**src/rtl/i2c_pkg.sv**
```systemverilog
// Shared I2C definitions: decoder command codes, master FSM states and the
// per-quarter SCL/SDA waveform tables for each bus phase.
package i2c_pkg;

    typedef logic [2:0] cmd_t;

    localparam cmd_t I2C_NOP     = 3'b000;
    localparam cmd_t I2C_START   = 3'b001;
    localparam cmd_t I2C_STOP    = 3'b010;
    localparam cmd_t I2C_SENDCON = 3'b011;
    localparam cmd_t I2C_SENDI2C = 3'b100;

    typedef enum logic [2:0] {
        IDLE,
        START,
        BIT,
        ACK,
        STOP
    } state_t;

    typedef logic [1:0] quarter_t;

    localparam quarter_t Q_LAST = 2'd3;

    // Codes 101-111 are reserved and behave as NOP.
    function automatic logic is_cmd(input cmd_t c);
        return (c != I2C_NOP) && (c <= I2C_SENDI2C);
    endfunction

    function automatic logic scl_level(input state_t s, input quarter_t q);
        logic lvl;
        lvl = 1'b1;
        case (s)
            START:   lvl = (q <= 2'd1);
            BIT,
            ACK:     lvl = (q == 2'd1) || (q == 2'd2);
            STOP:    lvl = (q != 2'd0);
            default: lvl = 1'b1;
        endcase
        return lvl;
    endfunction

    // Data is stable across the whole bit cell; START/STOP edges fall
    // inside the SCL-high quarters.
    function automatic logic sda_level(input state_t s, input quarter_t q,
                                       input logic bit_val);
        logic lvl;
        lvl = 1'b1;
        case (s)
            START:   lvl = (q == 2'd0);
            BIT:     lvl = bit_val;
            ACK:     lvl = 1'b1;
            STOP:    lvl = (q >= 2'd2);
            default: lvl = 1'b1;
        endcase
        return lvl;
    endfunction

endpackage

```
**src/rtl/i2c_master_if.sv**
```systemverilog
// Command/bus bundle between the instruction decoder, the I2C master and
// the OLED panel lines.
interface i2c_master_if;
    import i2c_pkg::*;

    cmd_t       i_i2c_ctrl;
    logic [7:0] i_data;
    logic       i_sda;
    logic       o_scl;
    logic       o_sda;
    logic       o_busy;
    logic       o_done;
    logic       o_ack_err;

    modport master (
        input  i_i2c_ctrl,
        input  i_data,
        input  i_sda,
        output o_scl,
        output o_sda,
        output o_busy,
        output o_done,
        output o_ack_err
    );

    modport slave (
        output i_i2c_ctrl,
        output i_data,
        output i_sda,
        input  o_scl,
        input  o_sda,
        input  o_busy,
        input  o_done,
        input  o_ack_err
    );

endinterface

```
**src/rtl/i2c_tick_gen.sv**
```systemverilog
// Quarter-period timebase: o_qtick is high on the last clock of every
// CLK_DIV-clock quarter; restart realigns the count to a new command.
module i2c_tick_gen #(
    parameter int CLK_DIV = 125
) (
    input  logic i_clk,
    input  logic i_rst_n,
    input  logic restart,
    output logic o_qtick
);

    localparam int CW = (CLK_DIV > 2) ? $clog2(CLK_DIV) : 1;
    localparam logic [CW-1:0] LAST = CW'(CLK_DIV - 1);

    logic [CW-1:0] cnt;

    always_ff @(posedge i_clk or negedge i_rst_n) begin
        if (!i_rst_n) begin
            cnt <= '0;
        end else if (restart || (cnt == LAST)) begin
            cnt <= '0;
        end else begin
            cnt <= cnt + CW'(1);
        end
    end

    assign o_qtick = (cnt == LAST);

endmodule

```
**src/rtl/i2c_master.sv**
```systemverilog
// Write-only byte-level I2C master for the OLED panel. Define
// I2C_ACK_CHECK_EN to sample the slave ACK and drive the sticky o_ack_err.
module i2c_master
    import i2c_pkg::*;
#(
    parameter int         CLK_DIV    = 125,
    parameter logic [6:0] SLAVE_ADDR = 7'h3C
) (
    input  logic         i_clk,
    input  logic         i_rst_n,
    i2c_master_if.master bus
);

    state_t     state, state_nx;
    quarter_t   q, q_nx;
    logic [2:0] bit_idx, bit_nx;
    logic [7:0] shreg, shreg_nx;
    logic       scl, scl_nx;
    logic       sda, sda_nx;
    logic       done, done_nx;
    logic       restart;
    logic       qtick;
    logic       ack_sample;
    logic       ack_clr;

    i2c_tick_gen #(
        .CLK_DIV (CLK_DIV)
    ) u_tick (
        .i_clk   (i_clk),
        .i_rst_n (i_rst_n),
        .restart (restart),
        .o_qtick (qtick)
    );

    always_ff @(posedge i_clk or negedge i_rst_n) begin
        if (!i_rst_n) begin
            state   <= IDLE;
            q       <= '0;
            bit_idx <= '0;
            shreg   <= '0;
            scl     <= 1'b1;
            sda     <= 1'b1;
            done    <= 1'b0;
        end else begin
            state   <= state_nx;
            q       <= q_nx;
            bit_idx <= bit_nx;
            shreg   <= shreg_nx;
            scl     <= scl_nx;
            sda     <= sda_nx;
            done    <= done_nx;
        end
    end

    always_comb begin
        state_nx   = state;
        q_nx       = q;
        bit_nx     = bit_idx;
        shreg_nx   = shreg;
        done_nx    = 1'b0;
        restart    = 1'b0;
        ack_sample = 1'b0;
        ack_clr    = 1'b0;
        scl_nx     = scl;
        sda_nx     = sda;

        case (state)
            IDLE: begin
                if (is_cmd(bus.i_i2c_ctrl)) begin
                    restart = 1'b1;
                    q_nx    = '0;
                    bit_nx  = '0;
                    case (bus.i_i2c_ctrl)
                        I2C_START: begin
                            state_nx = START;
                            ack_clr  = 1'b1;
                        end
                        I2C_STOP: state_nx = STOP;
                        I2C_SENDCON: begin
                            state_nx = BIT;
                            shreg_nx = {SLAVE_ADDR, 1'b0};
                        end
                        I2C_SENDI2C: begin
                            state_nx = BIT;
                            shreg_nx = bus.i_data;
                        end
                        default: state_nx = IDLE;
                    endcase
                end
            end
            BIT: begin
                if (qtick) begin
                    if (q == Q_LAST) begin
                        q_nx = '0;
                        if (bit_idx == 3'd7) begin
                            state_nx = ACK;
                        end else begin
                            bit_nx = bit_idx + 3'd1;
                        end
                    end else begin
                        q_nx = q + 2'd1;
                    end
                end
            end
            START, STOP, ACK: begin
                // The slave's ACK is stable by the end of the first SCL-high quarter.
                ack_sample = (state == ACK) && qtick && (q == 2'd1);
                if (qtick) begin
                    if (q == Q_LAST) begin
                        state_nx = IDLE;
                        done_nx  = 1'b1;
                    end else begin
                        q_nx = q + 2'd1;
                    end
                end
            end
            default: state_nx = IDLE;
        endcase

        // Lines are registered from the next phase so they change together
        // with the state; IDLE keeps whatever the last command left on the bus.
        if (state_nx != IDLE) begin
            scl_nx = scl_level(state_nx, q_nx);
            sda_nx = sda_level(state_nx, q_nx, shreg_nx[3'd7 - bit_nx]);
        end
    end

`ifdef I2C_ACK_CHECK_EN
    logic ack_err;

    always_ff @(posedge i_clk or negedge i_rst_n) begin
        if (!i_rst_n) begin
            ack_err <= 1'b0;
        end else if (ack_clr) begin
            ack_err <= 1'b0;
        end else if (ack_sample && bus.i_sda) begin
            ack_err <= 1'b1;
        end
    end

    assign bus.o_ack_err = ack_err;
`else
    logic unused_ack;
    assign unused_ack    = ^{ack_sample, ack_clr, bus.i_sda};
    assign bus.o_ack_err = 1'b0;
`endif

    assign bus.o_scl  = scl;
    assign bus.o_sda  = sda;
    assign bus.o_busy = (state != IDLE);
    assign bus.o_done = done;

endmodule

```
**src/flat_wrapper.sv**
```systemverilog
// flat-port wrapper written by rule: the top's interface ports become plain ports
module i2c_master_flat import i2c_pkg::*;
#(
    parameter int         CLK_DIV    = 125,
    parameter logic [6:0] SLAVE_ADDR = 7'h3C
)
  (i_clk, i_rst_n, bus_i_i2c_ctrl, bus_i_data, bus_i_sda, bus_o_scl, bus_o_sda, bus_o_busy, bus_o_done, bus_o_ack_err);
  i2c_master_if bus_i ();
  input  logic i_clk;
  input  logic i_rst_n;
  input wire logic [$bits(bus_i.i_i2c_ctrl)-1:0] bus_i_i2c_ctrl;
  input wire logic [$bits(bus_i.i_data)-1:0] bus_i_data;
  input wire logic [$bits(bus_i.i_sda)-1:0] bus_i_sda;
  output wire logic [$bits(bus_i.o_scl)-1:0] bus_o_scl;
  output wire logic [$bits(bus_i.o_sda)-1:0] bus_o_sda;
  output wire logic [$bits(bus_i.o_busy)-1:0] bus_o_busy;
  output wire logic [$bits(bus_i.o_done)-1:0] bus_o_done;
  output wire logic [$bits(bus_i.o_ack_err)-1:0] bus_o_ack_err;
  assign bus_i.i_i2c_ctrl = bus_i_i2c_ctrl;
  assign bus_i.i_data = bus_i_data;
  assign bus_i.i_sda = bus_i_sda;
  assign bus_o_scl = bus_i.o_scl;
  assign bus_o_sda = bus_i.o_sda;
  assign bus_o_busy = bus_i.o_busy;
  assign bus_o_done = bus_i.o_done;
  assign bus_o_ack_err = bus_i.o_ack_err;
  i2c_master #(.CLK_DIV(CLK_DIV), .SLAVE_ADDR(SLAVE_ADDR)) u_core (.i_clk(i_clk), .i_rst_n(i_rst_n), .bus(bus_i));
endmodule
```
**config.mk**
```make
export PLATFORM = sky130hd
export DESIGN_NAME = i2c_master_flat
export DESIGN_NICKNAME = d
export VERILOG_FILES = /design/src/rtl/i2c_pkg.sv /design/src/rtl/i2c_master_if.sv /design/src/rtl/i2c_tick_gen.sv /design/src/rtl/i2c_master.sv /design/src/flat_wrapper.sv
export SDC_FILE = /design/constraint.sdc
export NUM_CORES = 1
export LEC_CHECK = 0
export CORE_MARGIN = 1
export CORE_UTILIZATION = 62
export CTS_BUF_LIST = sky130_fd_sc_hd__clkbuf_4
export CTS_CLUSTER_DIAMETER = 100
export DETAILED_ROUTE_END_ITERATION = 8
export PLACE_DENSITY = 0.87
export SLEW_MARGIN = 10
export SYNTH_ARGS = -nofsm -noshare
export SYNTH_HDL_FRONTEND = slang
export SYNTH_HIERARCHICAL = 1
export SYNTH_SLANG_ARGS = --single-unit
```
**constraint.sdc**
```tcl
create_clock -name i_clk -period 6.6 [get_ports i_clk]
set_clock_uncertainty 0.15 [all_clocks]
set_input_delay 0.66 -clock i_clk [delete_from_list [all_inputs] [get_ports i_clk]]
set_output_delay 0.66 -clock i_clk [all_outputs]
set_load 0.005 [all_outputs]
```
# [After elaboration in Yosys (flattened, before gate mapping)]
# Index checks and enable logic that the tools add are counted.
[word_totals] ff_bits=26 input_bits=14 output_inout_bits=5 wordCells=77
[op_classes] n_addsub=4 magnitude_cmp=4 n_eq_ne=17 mux=32 reduce_logical=12
[op_table] operator="3-bit 2-to-1 mux" n=10
[op_table] operator="3-bit by 2-bit == test with 1-bit output, second input constant" n=6
[op_table] operator="3-bit one-hot mux with 3 select lines" n=2
[op_table] operator="8-bit 2-to-1 mux" n=2
[op_table] operator="8-bit one-hot mux with 2 select lines" n=1
[op_table] operator="3-bit == test, second input constant" n=4
[op_table] operator="2-bit 2-to-1 mux" n=5
[op_table] operator="3-bit by 1-bit == test with 1-bit output, second input constant" n=3
[op_table] operator="3-bit nonzero test" n=3
[op_table] operator="7-bit by 1-bit adder with 7-bit output, second input constant" n=1
[op_table] operator="7-bit == test, second input constant" n=1
[op_table] operator="7-bit 2-to-1 mux" n=1
[op_table] operator="1-bit 2-to-1 mux" n=6
[op_table] operator="1-bit one-hot mux with 3 select lines" n=2
[op_table] operator="2-bit one-hot mux with 3 select lines" n=1
[op_table] operator="3-bit one-hot mux with 2 select lines" n=1
[op_table] operator="2-bit == test, second input constant" n=2
[op_table] operator="3-bit by 4-bit less-than comparator with 1-bit output, second input constant" n=1
[op_table] operator="2-bit OR reduction" n=2
[op_table] operator="3-bit by 1-bit adder with 3-bit output, second input constant" n=1
[op_table] operator="1-bit binary-select mux with 3-bit select" n=1
[op_table] operator="3-bit <= comparator, second input constant" n=1
[op_table] operator="3-bit zero test" n=1
[op_table] operator="3-bit OR reduction" n=1
[op_table] operator="9 further kinds" n=10

# [Logic depth before layout (Yosys ltp)]
# Gate-level depths: netlist of run 1.
[logic_depth] ltp_word=9 ltp_mapped=12 depth_no_buf=12

# [Cells and area by module]
# The synthesis of run 1 kept the hierarchy.
[modules_own_cells] module="i2c_master" n_inst=1 cells_each=147 area_per_inst_um2=1327.5 seq_area_each_um2=478.0
[modules_own_cells] module="i2c_tick_gen" n_inst=1 cells_each=32 area_per_inst_um2=357.8 seq_area_each_um2=175.2

# [Worst setup path after synthesis of run 1]
# No wires, ideal clock.
[synth_timing] kind="in2reg" startpoint="in bus_i_i2c_ctrl[0]" endpoint="reg u_core.sda, in the netlist u_core/bus.o_sda" setup_time_ns=0.090 arrival_ns=2.533 required_time_ns=6.360 slack_ns=3.827 stages=9 path_buffers=1 path_cell_list="nor2_1 > ha_1 > or4_1 > buf_2 > inv_1 > a21oi_4 > mux2_1 > a311oi_1 > a211oi_2"
[synth_via] elab_chain_cells=8 elab_cells_between_ends=28 classes_between="add/sub (1); order compare (2); eq/ne (7); mux (13); reduce/logical (5)"
[synth_rtl] item="start, declared" line="flat_wrapper.sv:11" text="input wire logic [$bits(bus_i.i_i2c_ctrl)-1:0] bus_i_i2c_ctrl;"
[synth_rtl] item="3-bit <= comparator or 3-bit nonzero test (tied branches)" line="i2c_pkg.sv:27" text="return (c != I2C_NOP) && (c <= I2C_SENDI2C);"
[synth_rtl] item="1-bit logical AND *" line="i2c_pkg.sv:27"
[synth_rtl] item="3-bit 2-to-1 mux *" line="i2c_master.sv:69" text="if (is_cmd(bus.i_i2c_ctrl)) begin"
[synth_rtl] item="3-bit one-hot mux with 2 select lines *" line="i2c_master.sv:67" text="case (state)"
[synth_rtl] item="via u_core.bit_nx[0]" line="i2c_master.sv:16" text="logic [2:0] bit_idx, bit_nx;"
[synth_rtl] item="3-bit subtractor *" line="i2c_master.sv:124" text="sda_nx = sda_level(state_nx, q_nx, shreg_nx[3'd7 - bit_nx]);"
[synth_rtl] item="1-bit binary-select mux with 3-bit select *" line="i2c_master.sv:124"
[synth_rtl] item="1-bit 2-to-1 mux (implied by the code) *" line="i2c_master.sv:124"
[synth_rtl] item="1-bit one-hot mux with 3 select lines *" line="i2c_pkg.sv:49" text="case (s)"
[synth_rtl] item="end signal, assigned" line="i2c_master.sv:50" text="sda <= sda_nx;"
[synth_rtl] item="end, declared" line="i2c_master.sv:19" text="logic sda, sda_nx;"
# The timed path passes the listed nets; every way through them passes the cells marked *. The select of a mux whose other input is x is not followed.
# A chain may end at the register's enable or synchronous reset.

# [Worst setup path after layout of run 1]
[layout_timing] startpoint="in bus_i_i2c_ctrl[1]" endpoint="reg u_core.sda, in the netlist u_core/bus.o_sda"
[layout_via] elab_chain_cells=8 elab_cells_between_ends=28 classes_between="add/sub (1); order compare (2); eq/ne (7); mux (13); reduce/logical (5)"
[layout_rtl] item="3-bit <= comparator or 3-bit nonzero test (tied branches)" line="i2c_pkg.sv:27"
[layout_rtl] item="1-bit logical AND" line="i2c_pkg.sv:27"
[layout_rtl] item="3-bit 2-to-1 mux" line="i2c_master.sv:69"
[layout_rtl] item="3-bit one-hot mux with 2 select lines" line="i2c_master.sv:67"
[layout_rtl] item="3-bit subtractor" line="i2c_master.sv:124"
[layout_rtl] item="1-bit binary-select mux with 3-bit select" line="i2c_master.sv:124"
[layout_rtl] item="1-bit 2-to-1 mux (implied by the code)" line="i2c_master.sv:124"
[layout_rtl] item="1-bit one-hot mux with 3 select lines" line="i2c_pkg.sv:49"
# Several ways; a longest one is shown, not always the timed one. The select of a mux whose other input is x is not followed.

==> impl_metrics.env, run 1 <==
export IMPL_wl_per_cell_um=15.6
export IMPL_rows=18
export IMPL_holdBufCountCts=0
export IMPL_io_pins=19
export IMPL_synth_area_top_cells="dfrtp_1, ha_1, inv_1, dfstp_2, nor2_1"
export IMPL_maxCapViolCount=0
export IMPL_cts_setup_buffers=0
export IMPL_peakVddDrop_uv=245
export IMPL_die_w_um=54.1
export IMPL_num_fill_cells=181
export IMPL_antenna_left=0
export IMPL_yosys_most_used_dff="dfrtp_1"
export IMPL_max_slew_worst_pin_slew_ns=0.865
export IMPL_fin_crit_ns=3.40
export IMPL_worst_ep_arrival_time_ns=3.51
export IMPL_final_core_util=0.752
export IMPL_cts_root_buf="clkbuf_4"
export IMPL_ys_seq_area_frac=0.388
export IMPL_synth_cells=179
export IMPL_htree_num_levels=1
export IMPL_clock_path_buffers=2
export IMPL_numCtsBuffers=3
export IMPL_ys_ff_latch=26
export IMPL_first_pass_iters=4
export IMPL_fin_nets=217
export IMPL_viasPerCell=6.05
export IMPL_area_growth_syn_to_layout_pct=12.5
export IMPL_drive_gt1_frac=0.120
export IMPL_timing_final_max_slew_violations=0
export IMPL_die_h_um=54.1
export IMPL_syn_mean_instance_area_um2=9.42
export IMPL_fmax_ghz=0.294
export IMPL_yosys_area_top_type_share=0.356
export IMPL_met1_length_um=1510
export IMPL_synth_warnings=6
export IMPL_num_antenna_cells=0
export IMPL_crit_path_end_kind="flop"
export IMPL_fin_crit_sh=0.515
export IMPL_grt_first_pass_wirelength_um=5600
export IMPL_tns_ns=0
export IMPL_clk_latency_ns=0.33
export IMPL_port_buffers=16
export IMPL_worstHoldPathType="in2async"
export IMPL_async_reset_ff_frac=1.00
export IMPL_power_density_nw_per_um2=331
export IMPL_drcViolationCount=0
export IMPL_synth_nets=203
export IMPL_crit_required_ns=6.71
export IMPL_drt_initial_drc_count=29
export IMPL_relSlewSlack=0.420
export IMPL_route_met3_wl_um=155
export IMPL_core_um2=2520
export IMPL_top_layer="met4"
export IMPL_initial_core_util=0.668
export IMPL_cp_max_fo=16
export IMPL_cts_tree="built"
export IMPL_routed_wl_um=3470
export IMPL_grt_max_degree=27
export IMPL_grt_pass1_vias=1280
export IMPL_synth_top_area_cell="dfrtp_1"
export IMPL_clock_sinks=26
export IMPL_track_usage=0.276
export IMPL_layout_commonest_cell="dfrtp_1"
export IMPL_start_kind="primary input"
export IMPL_hold_violations=0
export IMPL_wl_met2_um=1760
export IMPL_cts_resized=0
export IMPL_vias=1342
export IMPL_rsz0062_at_grt="false"
export IMPL_total_power_mw=0.628
export IMPL_status="complete, no violations"
export IMPL_grt_overflow=0
export IMPL_most_common_layout_cells="dfrtp_1, inv_1, clkdlybuf4s50_1"
export IMPL_gp_congestion=0.790
export IMPL_clkTransAtPathRegs_ns=0.15
export IMPL_die_area_um2=2930
export IMPL_synth_edf_count=0
export IMPL_place_hpwl_um=2610
export IMPL_synth_cell_type_count=60
export IMPL_synth_area_um2=1690
export IMPL_setup_viol=0
export IMPL_antenna_found_initial=0
export IMPL_p_leak_nw=0.864
export IMPL_worst_setup_path_type="in2reg"
worst paths after layout:
path                                      start                    to  slack (ns)  depth (start not counted)
setup reg to reg           u_core/u_tick/cnt[3]      u_core/bus.o_sda        3.58                          8
max in group asynchronous               i_rst_n       u_core/shreg[2]        5.76                          1
hold reg to reg                 u_core/shreg[5]       u_core/shreg[5]        0.36                          2
hold / removal                          i_rst_n  u_core/u_tick/cnt[1]        0.16                          1
min in group i_clk              u_core/shreg[5]       u_core/shreg[5]        0.36                          2
setup / recovery              bus_i_i2c_ctrl[1]      u_core/bus.o_sda        3.20                          9
per-layer routing:
layer | up-vias | track usage
met2 | 44 | 0.484
met5 | - | 0
li1 | 649 | -
met1 | 643 | 0.335
met3 | 6 | 0.0424
met4 | 0 | 0.103
per-stage QoR:
stage / worst slack (ns) / hold slack, ns / std cells / instance area (um2)
floorplan: 3.83 / 0.214 / 179 / 1690
global placement: 3.00 / 0.317 / 218 / 1850
detailed placement: 2.86 / 0.327 / 218 / 1850
CTS: 3.20 / 0.361 / 222 / 1900
global route: 3.07 / 0.201 / 222 / 1900
finish: 3.20 / 0.156 / 222 / 1900
cell type report:
type | instances | area [um2] | area share
multi-input cells | 124 | 916 | 0.483
flip-flops and latches | 26 | 653 | 0.344
repair buffers | 16 | 155 | 0.0818
inverters | 22 | 82.6 | 0.0435
well taps | 30 | 37.5 | 0.0198
clock inverters | 1 | 30.0 | 0.0158
clock buffers | 3 | 22.5 | 0.0119
worst max-delay path: stages:
cell and delay (ns):
clkdlybuf4s50_1 0.55, nor2_1 0.07, ha_1 0.28, or4_1 0.70
a21oi_4 0.42, a31oi_1 0.15, a311oi_1 0.34, a311oi_1 0.12
a211oi_2 0.23
cells in the mapped netlist, drive strengths merged, types with 3 or more instances:
library cell and n:
a311oi 3, nand2 12, nor3 3, dfrtp 24, a21o 3, ha 10
nor3b 4, nand3 7, a211oi 3, buf 4, and2 4, nor2 15
or3 4, o21ai 6, a21oi 9, nand2b 3, clkbuf 3, inv 22
cells by family after synthesis:
group,after synthesis,share of synthesized area
buffers and inverters,29,0.0690
muxes,3,0.0208
DFF,26,0.388
AOI/OAI and AO/OA,43,0.212
and+or+nand+nor,64,0.219
adders and majority gates,10,0.0742
xor gates and xnor gates,3,0.0156
other,1,0.00223
power by group:
part           internal [mW]  switching [mW]  total (mW)
clock                 0.0615          0.0505       0.112
combinational          0.120           0.142       0.262
sequential             0.209          0.0448       0.254
sequential cells by signal, summed over array words and instances (netlist names):
register and cells:
u_core/bus.o_sda 1, u_core/q 2, u_core/shreg 8, u_core/u_tick/cnt 7
u_core/bus.o_scl 1, u_core/bit_idx 3, u_core/state 3, u_core/bus.o_done 1
Power figures use the tool's default switching activity.
==> inputs of run 2 (changes only) <==
--- a/config.mk
+++ b/config.mk
@@ -6,11 +6,11 @@
 export NUM_CORES = 1
 export LEC_CHECK = 0
 export CORE_MARGIN = 1
-export CORE_UTILIZATION = 62
+export CORE_UTILIZATION = 58
 export CTS_BUF_LIST = sky130_fd_sc_hd__clkbuf_4
 export CTS_CLUSTER_DIAMETER = 100
 export DETAILED_ROUTE_END_ITERATION = 8
-export PLACE_DENSITY = 0.87
+export PLACE_DENSITY = 0.82
 export SLEW_MARGIN = 10
 export SYNTH_ARGS = -nofsm -noshare
 export SYNTH_HDL_FRONTEND = slang
==> constraint.sdc (replaced) <==
create_clock -name i_clk -period 3.6 [get_ports i_clk]
set_clock_uncertainty 0.15 [all_clocks]
set_input_delay 0.36 -clock i_clk [delete_from_list [all_inputs] [get_ports i_clk]]
set_output_delay 0.36 -clock i_clk [all_outputs]
set_load 0.005 [all_outputs]
==> impl_metrics.env, run 2 (synthesis results as in run 1) <==
export IMPL_first_pass_iters=4
export IMPL_largest_reg_flops=8
export IMPL_track_usage=0.233
export IMPL_reg_top3="u_core/shreg x8, u_core/u_tick/cnt x7"
export IMPL_cp_max_fo=7
export IMPL_fin_nets=219
export IMPL_use_met3=0.0233
export IMPL_routed_wl_um=3370
export IMPL_place_hpwl_um=2510
export IMPL_die_w_um=55.9
export IMPL_die_area_um2=3130
export IMPL_core_um2=2760
export IMPL_maxCapViolCount=0
export IMPL_most_common_layout_cells="dfrtp_1, inv_1, clkdlybuf4s50_1"
export IMPL_worst_ep_arrival_time_ns=3.12
export IMPL_worstHoldPathType="reg2reg"
export IMPL_layout_commonest_cell="dfrtp_1"
export IMPL_relSlewSlack=0.403
export IMPL_start_kind="primary input"
export IMPL_grt_pass1_vias=1340
export IMPL_num_fill_cells=203
export IMPL_timing_final_max_slew_violations=0
export IMPL_gr_usage_met2=0.399
export IMPL_wl_per_cell_um=15.0
export IMPL_clkTransAtPathRegs_ns=0.14
export IMPL_area_growth_syn_to_layout_pct=13.7
export IMPL_antenna_found_initial=0
export IMPL_clk_latency_ns=0.33
export IMPL_power_density_nw_per_um2=600
export IMPL_final_core_util=0.695
export IMPL_top_register="u_core/shreg"
export IMPL_top_usage_layer="met2"
export IMPL_crit_path_end_kind="flop"
export IMPL_met1_usage=0.310
export IMPL_grt_overflow=0
export IMPL_io_pins=19
export IMPL_rows=19
export IMPL_die_h_um=55.9
export IMPL_status="complete, no violations"
export IMPL_gp_congestion=0.838
export IMPL_p_leak_nw=0.873
export IMPL_fmax_ghz=0.332
export IMPL_drcViolationCount=0
export IMPL_vias=1358
export IMPL_hold_violations=0
export IMPL_clock_sinks=26
export IMPL_num_antenna_cells=0
export IMPL_cts_root_buf="clkbuf_4"
export IMPL_worst_setup_path_type="in2reg"
export IMPL_place_area_um2=1860
export IMPL_max_slew_worst_pin_slew_ns=0.890
export IMPL_fin_crit_ns=3.01
export IMPL_rsz0062_at_grt="false"
export IMPL_cts_tree="built"
export IMPL_clock_path_buffers=2
export IMPL_viasPerCell=6.04
export IMPL_cts_resized=0
export IMPL_drive_gt1_frac=0.124
export IMPL_tns_ns=0
export IMPL_peakVddDrop_uv=534
export IMPL_setup_viol=0
export IMPL_grt_max_degree=27
export IMPL_fin_crit_sh=0.836
export IMPL_numCtsBuffers=3
export IMPL_total_power_mw=1.15
export IMPL_crit_required_ns=3.71
export IMPL_htree_num_levels=1
export IMPL_antenna_left=0
export IMPL_grt_first_pass_wirelength_um=5810
export IMPL_port_buffers=16
export IMPL_initial_core_util=0.611
export IMPL_drt_initial_drc_count=57
export IMPL_design_area_um2=1920
## run 2: cell types whose count changed in the layout (fill, tap and decap cells not counted), sizes merged
cell         change
buf              +1
dlygate4sd3      +1
## run 2: area by class of cell
| cell class | count | area, um2 | area share |
|---|---|---|---|
| multi-input combinational | 124 | 916 | 0.478 |
| sequential | 26 | 653 | 0.341 |
| timing repair buffer | 18 | 173 | 0.0901 |
| inverter | 22 | 82.6 | 0.0431 |
| tap | 31 | 38.8 | 0.0202 |
| clock inverter | 1 | 30.0 | 0.0157 |
| clock buffer | 3 | 22.5 | 0.0118 |
## run 2: per-stage QoR
stage,hold slack [ns],std cells,worst slack [ns]
CTS,0.361,224,0.630
floorplan,-0.0856,179,0.928
finish,0.360,225,0.591
detailed placement,0.326,220,0.291
global placement,0.313,220,0.345
global route,0.379,225,0.468
## run 2: critical path: stages
cell and delay, ns:
clkdlybuf4s50_1 0.54, nor2_1 0.06, ha_1 0.28, or4_1 0.71, nor4b_1 0.36, a211oi_1 0.21
o211a_1 0.27, a211oi_1 0.25, a211oi_2 0.06
## run 2: what timing repair did
action | in CTS | in global routing
setup buffers | 0 | 0
hold buffers | 0 | 1
endpoints found under the hold margin | 0 | 24
## run 2: report_power, final
| part | switching, mW | internal, mW |
|---|---|---|
| Clock | 0.0883 | 0.113 |
| Sequential | 0.0837 | 0.383 |
| Combinational | 0.260 | 0.222 |
| Total | 0.432 | 0.718 |
## run 2: final timing paths
kind	slack, ns	start	endpoint	cells after the start
min reg2reg	0.36	u_core/u_tick/cnt[0]	u_core/u_tick/cnt[0]	1
max reg2reg	0.64	u_core/u_tick/cnt[3]	u_core/bus.o_sda	8
min in group asynchronous	0.40	i_rst_n	u_core/u_tick/cnt[0]	2
max	0.59	bus_i_i2c_ctrl[1]	u_core/bus.o_sda	9
max in group asynchronous	2.52	i_rst_n	u_core/bus.o_sda	2
min	0.36	u_core/u_tick/cnt[0]	u_core/u_tick/cnt[0]	1
## run 2: per-layer routing
| metal | vias up | routed length (um) |
|---|---|---|
| li1 | 656 | - |
| met1 | 671 | 1520 |
| met2 | 27 | 1710 |
| met3 | 4 | 102 |
| met4 | 0 | 39 |
| met5 | - | 0 |
==> inputs of run 3 (changes only) <==
==> constraint.sdc (replaced) <==
create_clock -name i_clk -period 2.9 [get_ports i_clk]
set_clock_uncertainty 0.15 [all_clocks]
set_input_delay 0.29 -clock i_clk [delete_from_list [all_inputs] [get_ports i_clk]]
set_output_delay 0.29 -clock i_clk [all_outputs]
set_load 0.005 [all_outputs]
==> impl_metrics.env, run 3 (synthesis results as in run 1) <==
export IMPL_crit_required_ns=3.01
export IMPL_fin_nets=246
export IMPL_power_density_nw_per_um2=745
export IMPL_grt_pass1_vias=1503
export IMPL_clock_path_buffers=2
export IMPL_most_common_layout_cells="buf_4, dfrtp_1, inv_1"
export IMPL_area_growth_syn_to_layout_pct=27.1
export IMPL_track_usage=0.260
export IMPL_routed_wl_um=3730
export IMPL_cts_tree="built"
export IMPL_drcViolationCount=0
export IMPL_worst_setup_path_type="in2reg"
export IMPL_htree_num_levels=1
export IMPL_fin_crit_sh=0.973
export IMPL_core_um2=2760
export IMPL_num_antenna_cells=0
export IMPL_antenna_found_initial=0
export IMPL_pre_cts_slack_ns=-0.180
export IMPL_cp_max_fo=8
export IMPL_antenna_left=0
export IMPL_peakVddDrop_uv=662
export IMPL_fin_ws_ns=0.0788
export IMPL_ff2ff_setup_slack_ns=0.13
export IMPL_numCtsBuffers=3
export IMPL_cts_root_buf="clkbuf_4"
export IMPL_maxCapViolCount=0
export IMPL_r2r_end="u_core/bus.o_sda"
export IMPL_crit_path_top_delay_cell="or4_1"
export IMPL_worst_ep_arrival_time_ns=2.93
export IMPL_start_kind="primary input"
export IMPL_vias=1497
export IMPL_crit_path_end_kind="flop"
export IMPL_largest_reg_flops=8
export IMPL_port_buffers=16
export IMPL_wl_per_cell_um=14.8
export IMPL_clk_latency_ns=0.32
export IMPL_initial_core_util=0.611
export IMPL_grt_first_pass_wirelength_um=6490
export IMPL_drive_gt1_frac=0.249
export IMPL_setup_viol=0
export IMPL_die_h_um=55.9
export IMPL_clkTransAtPathRegs_ns=0.15
export IMPL_r2r_start="u_core/u_tick/cnt[0]"
export IMPL_reg_top3="u_core/shreg x8, u_core/u_tick/cnt x7"
export IMPL_hold_violations=0
export IMPL_timing_final_max_slew_violations=0
export IMPL_die_area_um2=3130
export IMPL_worstPathCellList="clkdlybuf4s50_1 > nor2_1 > ha_1 > or4_1 > a21oi_4 > buf_4 > nand3_1 > o21ai_1 > a22oi_1 > a211oi_2"
export IMPL_p_leak_nw=1.01
export IMPL_holdBufCountCts=0
export IMPL_clock_sinks=26
export IMPL_first_pass_iters=5
export IMPL_grt_overflow=0
export IMPL_rows=19
export IMPL_drt_initial_drc_count=62
export IMPL_final_core_util=0.777
export IMPL_rsz0062_at_grt="false"
export IMPL_fmax_ghz=0.354
export IMPL_top_register="u_core/shreg"
export IMPL_die_w_um=55.9
export IMPL_layout_commonest_cell="buf_4"
export IMPL_r2r_cells=12
export IMPL_fin_crit_ns=2.82
export IMPL_grt_max_degree=27
export IMPL_place_hpwl_um=2770
export IMPL_worstHoldPathType="in2async"
export IMPL_viasPerCell=5.94
export IMPL_gp_congestion=0.836
export IMPL_io_pins=19
export IMPL_status="complete, no violations"
export IMPL_slowest_delay_ns=0.71
## run 3: changes by cell type in the layout (fill, tap and decap cells not counted), sizes merged
cell	delta
buf	+27
dlygate4sd3	-1
clkdlybuf4s50	+1
## run 3: report_power, final
part	internal, mW	leakage, nW	switching [mW]
combinational	0.400	0.644	0.384
sequential	0.476	0.334	0.0845
clock	0.140	0.0279	0.111
## run 3: critical path, delay by kind of cell
kind | cells | cell delay (ns)
and+or+nand+nor | 3 | 0.85
AOI/OAI and AO/OA | 4 | 0.81
buffers and inverters | 2 | 0.69
adders and majority gates | 1 | 0.29
## run 3: worst max path at each step
stage | startpoint | endpoint
after floorplan | u_core/u_tick/cnt[3] | u_core/bus.o_sda
after global placement | bus_i_i2c_ctrl[0] | u_core/bus.o_sda
after detailed placement | bus_i_i2c_ctrl[0] | u_core/bus.o_sda
after CTS | u_core/u_tick/cnt[1] | u_core/bus.o_sda
after global routing | bus_i_i2c_ctrl[0] | u_core/bus.o_scl
final | bus_i_i2c_ctrl[0] | u_core/bus.o_sda
## run 3: per-stage QoR
stage / hold slack (ns) / area, um2 / power, mW / cells / TNS (ns)
after floorplan: -0.156 / 1690 / 1.01 / 179 / 0
after global routing: 0.172 / 2140 / 1.70 / 252 / 0
after detailed placement: 0.375 / 2050 / 1.30 / 246 / -0.321
after CTS: 0.161 / 2110 / 1.56 / 250 / 0
after global placement: 0.359 / 2050 / 1.27 / 246 / -0.258
final: 0.160 / 2140 / 1.60 / 252 / 0
## run 3: cell type report
| class | count | area (um2) |
|---|---|---|
| clock buffers | 3 | 22.5 |
| clock inverters | 1 | 30.0 |
| fillers | 188 | 616 |
| inverters | 22 | 82.6 |
| multi-input cells | 124 | 937 |
| flip-flops and latches | 26 | 653 |
| well taps | 31 | 38.8 |
| repair buffers | 45 | 378 |
## run 3: repair_timing
item	CTS	global route
pin swaps	1	1
buffers inserted	0	2
gates resized for setup	0	5
setup endpoints to repair	1	1
## run 3: metal layers
layer | global-route usage | part of all wire
met3 | 0.0279 | 0.040
met5 | 0 | 0
met4 | 0.101 | 0.013
met2 | 0.446 | 0.50
met1 | 0.339 | 0.44
